[src/rtl/if_fetch_if.sv]
// Instruction-memory request/ack channel between fetch and memory.
// The master issues one word request and the slave answers with a one-cycle ack strobe.
interface if_fetch_if;
    logic        inst_req;
    logic [31:0] inst_addr;
    logic        inst_ack;
    logic [31:0] inst_rdata;

    modport master (
        output inst_req,
        output inst_addr,
        input  inst_ack,
        input  inst_rdata
    );

    modport slave (
        input  inst_req,
        input  inst_addr,
        output inst_ack,
        output inst_rdata
    );
endinterface

[src/rtl/if_fetch.sv]
// Instruction fetch stage: one outstanding memory request, with branch
// buffering and a flush redirect that drops any in-flight reply.
module if_fetch #(
    parameter logic [31:0] RESET_PC = 32'hBFC0_0000
) (
    input  logic        clk,
    input  logic        rst,
    input  logic [5:0]  stall,
    input  logic        branch_flag_i,
    input  logic [31:0] branch_target_i,
    input  logic        flush,
    input  logic [31:0] new_pc,
    if_fetch_if.master  imem,
    output logic [31:0] if_pc,
    output logic [31:0] if_inst,
    output logic        stallreq_if
);

    typedef enum logic [1:0] {
        S_IDLE,
        S_REQ,
        S_FULL,
        S_DROP
    } state_t;

    state_t      r_state;
    logic [31:0] r_pc;
    logic [31:0] r_pc_q;
    logic [31:0] r_inst_q;
    logic        r_br_pend;
    logic [31:0] r_br_tgt;

    state_t      w_nstate;
    logic [31:0] w_pc;
    logic [31:0] w_pc_q;
    logic [31:0] w_inst_q;
    logic        w_br_pend;
    logic [31:0] w_br_tgt;
    logic        w_adv;
    logic [31:0] w_pc_inc;
    logic        w_unused;

    assign w_unused = ^{stall[5:1], r_pc[1:0]};
    assign w_pc_inc = r_pc + 32'd4;
    assign w_adv    = (r_state == S_FULL) && !stall[0] && !flush;

    always_comb begin
        w_nstate  = r_state;
        w_pc      = r_pc;
        w_pc_q    = r_pc_q;
        w_inst_q  = r_inst_q;
        w_br_pend = r_br_pend;
        w_br_tgt  = r_br_tgt;
        if (flush) begin
            w_pc      = new_pc;
            w_br_pend = 1'b0;
            // A reply still owed by memory must be swallowed in DROP.
            if (r_state == S_DROP ||
                (r_state == S_REQ && !imem.inst_ack))
                w_nstate = S_DROP;
            else
                w_nstate = S_REQ;
        end else begin
            if (branch_flag_i && !w_adv) begin
                w_br_pend = 1'b1;
                w_br_tgt  = branch_target_i;
            end
            unique case (r_state)
                S_IDLE: w_nstate = S_REQ;
                S_REQ: begin
                    if (imem.inst_ack) begin
                        w_pc_q   = r_pc;
                        w_inst_q = imem.inst_rdata;
                        w_nstate = S_FULL;
                    end
                end
                S_FULL: begin
                    if (w_adv) begin
                        if (branch_flag_i)
                            w_pc = branch_target_i;
                        else if (r_br_pend)
                            w_pc = r_br_tgt;
                        else
                            w_pc = w_pc_inc;
                        w_br_pend = 1'b0;
                        w_nstate  = S_REQ;
                    end
                end
                S_DROP: begin
                    if (imem.inst_ack)
                        w_nstate = S_REQ;
                end
                default: w_nstate = S_IDLE;
            endcase
        end
    end

    always_ff @(posedge clk or negedge rst) begin
        if (!rst) begin
            r_state   <= S_IDLE;
            r_pc      <= RESET_PC;
            r_pc_q    <= 32'd0;
            r_inst_q  <= 32'd0;
            r_br_pend <= 1'b0;
            r_br_tgt  <= 32'd0;
        end else begin
            r_state   <= w_nstate;
            r_pc      <= w_pc;
            r_pc_q    <= w_pc_q;
            r_inst_q  <= w_inst_q;
            r_br_pend <= w_br_pend;
            r_br_tgt  <= w_br_tgt;
        end
    end

    assign imem.inst_req  = (r_state == S_REQ);
    assign imem.inst_addr = {r_pc[31:2], 2'b00};
    assign if_pc          = (r_state == S_FULL) ? r_pc_q : 32'd0;
    assign if_inst        = (r_state == S_FULL) ? r_inst_q : 32'd0;
    assign stallreq_if    = (r_state != S_FULL);

endmodule

[src/flat_wrapper.sv]
// flat-port wrapper written by rule: the top's interface ports become plain ports
module if_fetch_flat 
#(
    parameter logic [31:0] RESET_PC = 32'hBFC0_0000
)
  (clk, rst, stall, branch_flag_i, branch_target_i, flush, new_pc, if_pc, if_inst, stallreq_if, imem_inst_req, imem_inst_addr, imem_inst_ack, imem_inst_rdata);
  if_fetch_if imem_i ();
  input  logic clk;
  input  logic rst;
  input  logic [5:0] stall;
  input  logic branch_flag_i;
  input  logic [31:0] branch_target_i;
  input  logic flush;
  input  logic [31:0] new_pc;
  output logic [31:0] if_pc;
  output logic [31:0] if_inst;
  output logic stallreq_if;
  output wire logic [$bits(imem_i.inst_req)-1:0] imem_inst_req;
  output wire logic [$bits(imem_i.inst_addr)-1:0] imem_inst_addr;
  input wire logic [$bits(imem_i.inst_ack)-1:0] imem_inst_ack;
  input wire logic [$bits(imem_i.inst_rdata)-1:0] imem_inst_rdata;
  assign imem_inst_req = imem_i.inst_req;
  assign imem_inst_addr = imem_i.inst_addr;
  assign imem_i.inst_ack = imem_inst_ack;
  assign imem_i.inst_rdata = imem_inst_rdata;
  if_fetch #(.RESET_PC(RESET_PC)) u_core (.clk(clk), .rst(rst), .stall(stall), .branch_flag_i(branch_flag_i), .branch_target_i(branch_target_i), .flush(flush), .new_pc(new_pc), .imem(imem_i), .if_pc(if_pc), .if_inst(if_inst), .stallreq_if(stallreq_if));
endmodule
[config.mk]
export PLATFORM = sky130hd
export DESIGN_NAME = if_fetch_flat
export DESIGN_NICKNAME = d
export VERILOG_FILES = /design/src/rtl/if_fetch_if.sv /design/src/rtl/if_fetch.sv /design/src/flat_wrapper.sv
export SDC_FILE = /design/constraint.sdc
export NUM_CORES = 1
export LEC_CHECK = 0
export BUFFER_PORTS_ARGS = -buffer_cell sky130_fd_sc_hd__buf_2
export CAP_MARGIN = 15
export CORE_AREA = 2 2 114 227
export CTS_CLUSTER_DIAMETER = 80
export CTS_CLUSTER_SIZE = 8
export DETAILED_ROUTE_END_ITERATION = 7
export DIE_AREA = 0 0 116 229
export PLACE_DENSITY_LB_ADDON = 0.3
export SLEW_MARGIN = 20
export SYNTH_ARGS = -nofsm -noshare
export SYNTH_HDL_FRONTEND = slang
export SYNTH_SLANG_ARGS = --single-unit
[constraint.sdc]
create_clock -name clk -period 2.75 [get_ports clk]
set_input_delay 0.4125 -clock clk [delete_from_list [all_inputs] [get_ports clk]]
set_output_delay 0.4125 -clock clk [all_outputs]
set_load 0.02 [all_outputs]
## Yosys cells after proc, flatten, opt, wreduce, memory -nomap -nowiden

Index checks and enable logic that the tools add are counted.

| cells by class | value |
|---|---|
| add/subtract/negate cells | 1 |
| eq/ne operators | 7 |
| mux-type cells | 17 |
| bitwise logic cells | 1 |
| reductions and logical operators | 16 |

Operators by type and width:

| kind | number |
|---|---|
| 32-bit 2-to-1 mux | 7 |
| 32-bit by 3-bit adder with 32-bit output, second input constant | 1 |
| 2-bit 2-to-1 mux | 5 |
| 2-bit one-hot mux with 4 select lines | 1 |
| 3-bit by 2-bit inequality test with 1-bit output, second input constant | 2 |
| 3-bit AND reduction | 2 |
| 2-bit == test, second input constant | 2 |
| 1-bit logical AND | 4 |
| 1-bit logical NOT | 4 |
| 1-bit 2-to-1 mux | 4 |
| 2-bit AND reduction | 2 |
| 2-bit nonzero test | 2 |
| 3-bit inequality test, second input constant | 1 |
| 2-bit by 1-bit == test with 1-bit output, second input constant | 1 |
| 2-bit logical NOT | 1 |
| 2-bit inequality test, second input constant | 1 |
| 1-bit logical OR | 1 |
| 1-bit NOT | 1 |

| word-level totals | value |
|---|---|
| bits in registers | 131 |
| word-level logic and storage cells | 48 |

## Logic depth before layout (Yosys ltp)

Gate-level depths: netlist (run 1).

| depth | value |
|---|---|
| depth after elaboration | 9 |
| mapped depth | 7 |
| gate-level depth less buffers | 6 |

## Worst setup path after synthesis (run 1)

No wires, ideal clock.

| timing | value |
|---|---|
| kind | reg-to-reg |
| start | reg u_core.r_pc[2] |
| end | reg u_core.r_pc[30] |
| setup time | 0.126 ns |
| arrival time | 1.960 ns |
| path slack | 0.664 ns |
| stages on the path, launching flop included | 7 |
| period minus slack after synthesis | 2.086 ns |
| path through | dfrtp_1 > ha_1 > nand4_2 > or4_4 > nor4_4 > o21ai_1 > a221o_1 |

| on the way | value |
|---|---|
| longest elaborated chain between the ends | 6 |

Ends and longest elaborated chain:

| item | line | RTL |
|---|---|---|
| start: declaration | if_fetch.sv:27 | `logic [31:0] r_pc;` |
| start signal: assignment | if_fetch.sv:108 | `r_pc <= w_pc;` |
| 32-bit by 3-bit adder with 32-bit output | if_fetch.sv:44 | `assign w_pc_inc = r_pc + 32'd4;` |
| 32-bit 2-to-1 mux | if_fetch.sv:81 | `else if (r_br_pend)` |
| 32-bit 2-to-1 mux | if_fetch.sv:79 | `if (branch_flag_i)` |
| 32-bit 2-to-1 mux | if_fetch.sv:78 | `if (w_adv) begin` |
| 32-bit 2-to-1 mux | if_fetch.sv:68 | `unique case (r_state)` |
| 32-bit 2-to-1 mux | if_fetch.sv:54 | `if (flush) begin` |

Every way passes these cells. The select of a mux whose other input is x is not followed.
A chain may end at the register's enable or synchronous reset.

## Worst setup path after layout (run 1)

Ends and elaborated chain as after synthesis.

==> results.sh, run 1 <==
export IMPL_status="finished clean"
export IMPL_wl_per_cell_um=17.3
export IMPL_hold_class="primary input to register"
export IMPL_synthTopCellsByCount="dfrtp_1, mux2_2, and2_1"
export IMPL_tightest_slew_ps=563
export IMPL_ir_drop_mv=0.408
export IMPL_use_met2_pct=22.7
export IMPL_critPathMaxFanout=8
export IMPL_r2r_start="u_core.r_pc[2]"
export IMPL_synth_seq_cells=131
export IMPL_crit_arrival_ps=2700
export IMPL_synth_top_area_share_pct=43.1
export IMPL_worstSetupPathType="register to register"
export IMPL_ff2ff_setup_slack_ps=370
export IMPL_area_growth_pct=26.9
export IMPL_top_usage_layer="met1"
export IMPL_synthesis_instances=664
export IMPL_period_minus_slack_ps=2380
export IMPL_ys_types=68
export IMPL_r2r_end="u_core.r_pc[30]"
export IMPL_max_freq_mhz=420
export IMPL_synth_edff_count=0
export IMPL_rows=82
export IMPL_cts_sinks=131
export IMPL_placed_cells=1143
export IMPL_startpoint="u_core.r_pc[2]"
export IMPL_clock_latency_ps=430
export IMPL_final_area_sq_um=8990
export IMPL_hpwl_mm=15.0
export IMPL_fp_dieH_um=229
export IMPL_cts_root_buf="clkbuf_16"
export IMPL_worst_ep_required_time_ps=3060
export IMPL_syn_area_per_cell_sq_um=10.7
export IMPL_leakage_nw=4.04
export IMPL_final_setup_viol_count=0
export IMPL_yosysTopAreaCell="dfrtp_1"
export IMPL_cts_buffers=17
export IMPL_max_clock_path_buffers=2
export IMPL_antenna_found_initial=0
export IMPL_drtPass1Iterations=5
export IMPL_synth_area_leaders="dfrtp_1, mux2_2, and2_1"
export IMPL_maxCapViolations=0
export IMPL_via_count=5803
export IMPL_ys_warn_count=0
export IMPL_drive_gt1_share_pct=44.8
export IMPL_core_area_sq_um=24800
export IMPL_io_pins=205
export IMPL_maxSlewViolCount=0
export IMPL_syn_area_sq_um=7090
export IMPL_cp_end_kind="register"
export IMPL_power_density_nw_per_um2=795
export IMPL_clk_pin_slew_ps=60
export IMPL_ys_async_sr_fraction_pct=100
export IMPL_drc_errors=0
export IMPL_yosysMostFrequentCell="dfrtp_1"
export IMPL_dp_slack_ps=365
export IMPL_start_util_pct=28.5
export IMPL_grt_pass1_wl_mm=31.7
export IMPL_relSlewSlack_pct=62.4
export IMPL_fin_cells=1176
export IMPL_globalplace_congestion=0.828
export IMPL_finalCritPeriodShare_pct=86.6
export IMPL_vias_per_cell=4.93
export IMPL_finalClockSkew_ps=6.56
export IMPL_met3_usage_pct=3.70
export IMPL_hold_depth=2
export IMPL_nets=935
export IMPL_antenna_cells=0
export IMPL_rsz0062_at_grt="no"
export IMPL_reg2regPathDepth=6
export IMPL_die_w_um=116
export IMPL_finalHoldViolations=0
export IMPL_use_met1_pct=22.8
export IMPL_setup_tns_ps=0
export IMPL_grt_usage_pct=15.7
export IMPL_grt_ovfl_total=0
export IMPL_wirelength_mm=20.4
export IMPL_synth_seq_area_share_pct=46.4
export IMPL_crit_end="u_core.r_pc[30]"
export IMPL_port_buffers=197
export IMPL_placed_area_sq_um=8290
export IMPL_grt_start_max_net_pins=65
export IMPL_timing_final_ws_setup_ps=369
export IMPL_ys_flop_type="dfrtp_1"
export IMPL_htree_num_levels=4
export IMPL_grt_pass1_vias=5559
export IMPL_worst_setup_path_start_kind="register"
export IMPL_ant_nets=0
export IMPL_drt_iter0_drc=425
export IMPL_cts_tree="yes"
export IMPL_die_area_sq_um=26600
export IMPL_hold_ws_ps=186
==> registers in the layout, indices dropped and copies added, names as in the netlist <==
signal / count
u_core.r_pc_q: 32
u_core.r_inst_q: 32
u_core.r_state: 2
u_core.r_br_pend: 1
u_core.r_br_tgt: 32
u_core.r_pc: 32
==> area by class of cell <==
type,instances,area [sq um]
clock buffers,20,467
clock inverters,12,225
fillers,2543,15800
inverters,9,33.8
multi-input cells,447,3340
flip-flops and latches,131,3290
well taps,336,420
repair buffers,221,1210
==> per-layer routing <==
layer	share of wire, %	up-vias
met3	6.8	22
met5	0	-
li1	-	2729
met2	44	230
met1	47	2822
met4	1.8	0
==> cell families (layout without fill, tap and decap cells) <==
logic type      after synthesis  in the layout  synth area share [%]
compound gates              144            144                  14.5
xor+xnor                      5              5                 0.618
fa+ha+maj                     1              1                 0.177
buf+inv                      87            262                  6.66
flops                       131            131                  46.4
mux                         101            101                  16.0
other cells                   1              2                0.0529
simple gates                194            194                  15.6
==> stage by stage <==
step	power, W	utilization (%)
2_1_floorplan	0.00405	-
6_report	0.00715	36.2
3_5_place_dp	0.00455	33.4
3_3_place_gp	0.00448	33.4
4_1_cts	0.00724	36.2
5_1_grt	0.00756	36.2
==> critical path: stages (launching register included) <==
cell     delay (ps)
dfrtp_1         480
ha_1            270
nand4_2         280
or4_4           680
nor4_4          180
o21ai_1          80
a221o_1         290
==> placed cells by master, fill, tap and decap left out, drive strengths merged, types with 5 or more instances in the layout <==
| cell type | instances |
|---|---|
| buf | 220 |
| dfrtp | 122 |
| mux2 | 96 |
| and2 | 68 |
| o21ai | 35 |
| nor2 | 32 |
| nand2 | 28 |
| a21oi | 22 |
| clkbuf | 20 |
| a221oi | 12 |
| nor3 | 12 |
| nand3 | 11 |
| nand4 | 11 |
| inv | 10 |
| a221o | 10 |
| dfstp | 9 |
| a22oi | 7 |
| nand2b | 6 |
| bufinv | 6 |
| nor2b | 5 |
| a31oi | 5 |
| o211ai | 5 |
| mux2i | 5 |
| clkinv | 5 |
| nor4 | 5 |
==> how the worst min path moves through the flow <==
| stage | slack [ps] | start | end |
|---|---|---|---|
| floorplan | 120 | rst | u_core.r_br_pend |
| global placement | 360 | rst | u_core.r_pc_q[22] |
| global route | 160 | new_pc[1] | u_core.r_pc[1] |
| CTS | 160 | new_pc[8] | u_core.r_pc[8] |
| detailed placement | 360 | rst | u_core.r_pc_q[22] |
| finish | 190 | new_pc[0] | u_core.r_pc[0] |
==> where the power goes <==
group          internal (W)  switching [W]  leakage [nW]
logic              0.000801       0.000744          2.16
clock network       0.00178       0.000879         0.341
registers           0.00256       0.000382          1.54
total               0.00514        0.00201          4.04
==> repair_timing <==
item / 4_1_cts / 5_1_grt
endpoints found under the hold margin: 32 / 0
hold buffers: 1 / 0
setup buffers: 0 / 0
resized for setup: 0 / 0
Power figures use the tool's default switching activity.
==> inputs of run 2 (changes only) <==
--- a/config.mk
+++ b/config.mk
@@ -5,13 +5,14 @@
 export SDC_FILE = /design/constraint.sdc
 export NUM_CORES = 1
 export LEC_CHECK = 0
+export ABC_AREA = 1
 export BUFFER_PORTS_ARGS = -buffer_cell sky130_fd_sc_hd__buf_2
 export CAP_MARGIN = 15
-export CORE_AREA = 2 2 114 227
+export CORE_AREA = 2 2 115 229
 export CTS_CLUSTER_DIAMETER = 80
 export CTS_CLUSTER_SIZE = 8
 export DETAILED_ROUTE_END_ITERATION = 7
-export DIE_AREA = 0 0 116 229
+export DIE_AREA = 0 0 117 231
 export PLACE_DENSITY_LB_ADDON = 0.3
 export SLEW_MARGIN = 20
 export SYNTH_ARGS = -nofsm -noshare
==> run 2 against run 1 <==
Setup slack worse by 130 ps. Largest power group unchanged. Fmax is 5.2% lower. Die area is 1.7% higher. First-iteration DRC count is 9.9% lower. Count of clock-buffer cells in the layout is 2 higher. Non-clock buffer count is 12 lower. Combinational power is 13% higher. Highest routed layer is now met5. Clock skew is 2.5 ps higher. Sequential share of layout area is 0.15 points higher. Via count is 16% higher. Synthesized cell count is 53% higher.
==> results.sh, run 2 <==
export IMPL_drtPass1Iterations=5
export IMPL_cts_tree="yes"
export IMPL_wl_met1_mm=10.2
export IMPL_drc_errors=0
export IMPL_crit_chain="inv_2 -> nand2_2 -> buf_4 -> nor2_1 -> buf_2"
export IMPL_grt_usage_pct=15.7
export IMPL_ctsResizeCount=0
export IMPL_port_buffers=197
export IMPL_cts_sinks=131
export IMPL_cp_end_kind="output pin"
export IMPL_synth_top_area_share_pct=42.1
export IMPL_crit_arrival_ps=2100
export IMPL_hold_class="primary input to async pin"
export IMPL_fin_cells=1517
export IMPL_clk_pin_slew_ps=60
export IMPL_placed_cells=1485
export IMPL_yosysMostFrequentCell="nand2_1"
export IMPL_max_clock_path_buffers=2
export IMPL_postCtsSetupBuffers=0
export IMPL_synth_seq_cells=131
export IMPL_vias_per_cell=4.44
export IMPL_setup_tns_ps=0
export IMPL_synth_seq_area_share_pct=45.4
export IMPL_globalplace_congestion=0.855
export IMPL_die_w_um=117
export IMPL_relSlewSlack_pct=35.9
export IMPL_syn_area_sq_um=7250
export IMPL_drive_gt1_share_pct=23.4
export IMPL_finalHoldViolations=0
export IMPL_grt_pass1_vias=6240
export IMPL_ys_async_sr_fraction_pct=100
export IMPL_switchingPower_w=0.00228
export IMPL_worst_setup_path_start_kind="register"
export IMPL_core_area_sq_um=25400
export IMPL_wirelength_mm=21.1
export IMPL_cp_top_family="buffers and inverters"
export IMPL_worst_ep_required_time_ps=2340
export IMPL_antenna_cells=0
export IMPL_switching_share_pct=33.1
export IMPL_clock_latency_ps=420
export IMPL_ir_drop_mv=0.303
export IMPL_p_clk_share_pct=34.2
export IMPL_leakage_nw=4.72
export IMPL_final_setup_viol_count=0
export IMPL_synthesis_instances=1014
export IMPL_finalCritPeriodShare_pct=91.3
export IMPL_cp_slowest_stage_delay_ps=450
export IMPL_ys_warn_count=0
export IMPL_io_pins=205
export IMPL_critPathMaxFanout=41
export IMPL_power_density_nw_per_um2=769
export IMPL_wl_met3_mm=1.28
export IMPL_synth_area_leaders="dfrtp_1, nand2_1, nor2_1"
export IMPL_drt_iter0_drc=383
export IMPL_power_frac_comb_pct=25.3
export IMPL_ys_flop_type="dfrtp_1"
export IMPL_final_core_util_pct=35.2
export IMPL_finalClockSkew_ps=9.02
export IMPL_rows=83
export IMPL_htree_num_levels=4
export IMPL_max_freq_mhz=398
export IMPL_cts_root_buf="clkbuf_16"
export IMPL_wl_per_cell_um=13.9
export IMPL_hpwl_mm=15.4
export IMPL_grt_start_max_net_pins=129
export IMPL_synthTopCellsByCount="nand2_1, nor2_1, dfrtp_1"
export IMPL_rsz0062_at_grt="no"
export IMPL_p_seq_share_pct=40.5
export IMPL_period_minus_slack_ps=2510
export IMPL_syn_area_per_cell_sq_um=7.15
export IMPL_maxSlewViolCount=0
export IMPL_met2RoutedLength_mm=9.22
export IMPL_fp_dieH_um=231
export IMPL_p_int_w=0.00461
export IMPL_grt_pass1_wl_mm=32.8
export IMPL_synth_edff_count=0
export IMPL_tightest_slew_ps=959
export IMPL_antenna_found_initial=1
export IMPL_slowest_stage="nand2_2"
export IMPL_n_fill_cell=2733
export IMPL_die_area_sq_um=27000
export IMPL_status="finished clean"
export IMPL_ant_nets=0
export IMPL_final_common_cell="nand2_1"
export IMPL_power_w=0.00689
export IMPL_via_count=6735
export IMPL_grt_ovfl_total=0
export IMPL_nets=1272
export IMPL_hold_buffers=0
export IMPL_maxCapViolations=0
export IMPL_critPathBufInv=3
export IMPL_cts_buffers=17
export IMPL_start_util_pct=28.5
export IMPL_top_layer="met5"
export IMPL_final_cell_mix="nand2_1, buf_2, nor2_1"
export IMPL_area_growth_pct=23.6
export IMPL_yosysTopAreaCell="dfrtp_1"
export IMPL_ys_types=31
export IMPL_worstSetupPathType="register to output pin"
## run 2: cell types whose count changed in the layout (fill, tap and decap cells not counted), sizes merged, moves of 10 or more
cell	delta
mux2	-96
buf	-11
nor2	+172
a21oi	+20
nor3	-12
a221o	-10
and2	-65
o21ai	+52
nand2	+241
inv	+114
nand3	+27
nand4	-11
## run 2: path summary, 6_finish.rpt
kind | start | end | slack (ps) | cells after the start
max | u_core.r_state[0] | if_inst[5] | 240 | 5
min | rst | u_core.r_inst_q[18] | 20 | 1
max reg2reg | u_core.r_state[1] | u_core.r_br_tgt[17] | 610 | 6
min reg2reg | u_core.r_br_tgt[21] | u_core.r_br_tgt[21] | 470 | 2
max in group asynchronous | rst | u_core.r_pc[27] | 1880 | 2
min in group clk | branch_target_i[2] | u_core.r_br_tgt[2] | 210 | 3
## run 2: worst register-to-register path: stages, from the launching register on
cell and delay, ps:
dfrtp_1 430, nand3_1 120, nand2_1 110, nor2_4 740, inv_2 370, nand2_1 150, o21ai_0 90
## run 2: power groups by stage
stage	combinational [W]	sequential (W)	clock, W
floorplan	0.00131	0.00273	0
global placement	0.00174	0.00280	0
detailed placement	0.00177	0.00282	0
CTS	0.00177	0.00279	0.00242
global route	0.00201	0.00286	0.00251
finish	0.00174	0.00279	0.00235
## run 2: kinds of logic (layout without fill, tap and decap cells)
group / count (synthesis) / after routing / synth area share (%)
other cells: 1 / 2 / 0.0517
simple gates: 514 / 514 / 28.9
xor+xnor: 4 / 4 / 0.483
compound gates: 159 / 159 / 12.4
flops: 131 / 131 / 45.4
fa+ha+maj: 1 / 1 / 0.173
buf+inv: 204 / 366 / 12.7
## run 2: through the flow
stage | setup slack, ps | area [sq um] | hold slack (ps)
global route | 72.8 | 8960 | 69.5
detailed placement | 559 | 8350 | 460
global placement | 579 | 8350 | 457
finish | 239 | 8960 | 19.0
floorplan | 1160 | 7250 | 117
CTS | 177 | 8960 | 42.9
## run 2: cell type report
| class | count | area, sq um | share of cell area [%] |
|---|---|---|---|
| Clock buffer | 22 | 454 | 5.07 |
| Clock inverter | 10 | 156 | 1.75 |
| Inverter | 125 | 469 | 5.24 |
| Multi-Input combinational cell | 680 | 3060 | 34.1 |
| Sequential cell | 131 | 3290 | 36.7 |
| Tap cell | 340 | 425 | 4.75 |
| Timing Repair Buffer | 209 | 1100 | 12.3 |
## run 2: metal layers
layer  up-vias  global-route usage (%)
met5         -                       0
met2       235                    23.3
li1       3418                       -
met1      3056                    22.9
met4         2                    5.59
met3        24                    2.68
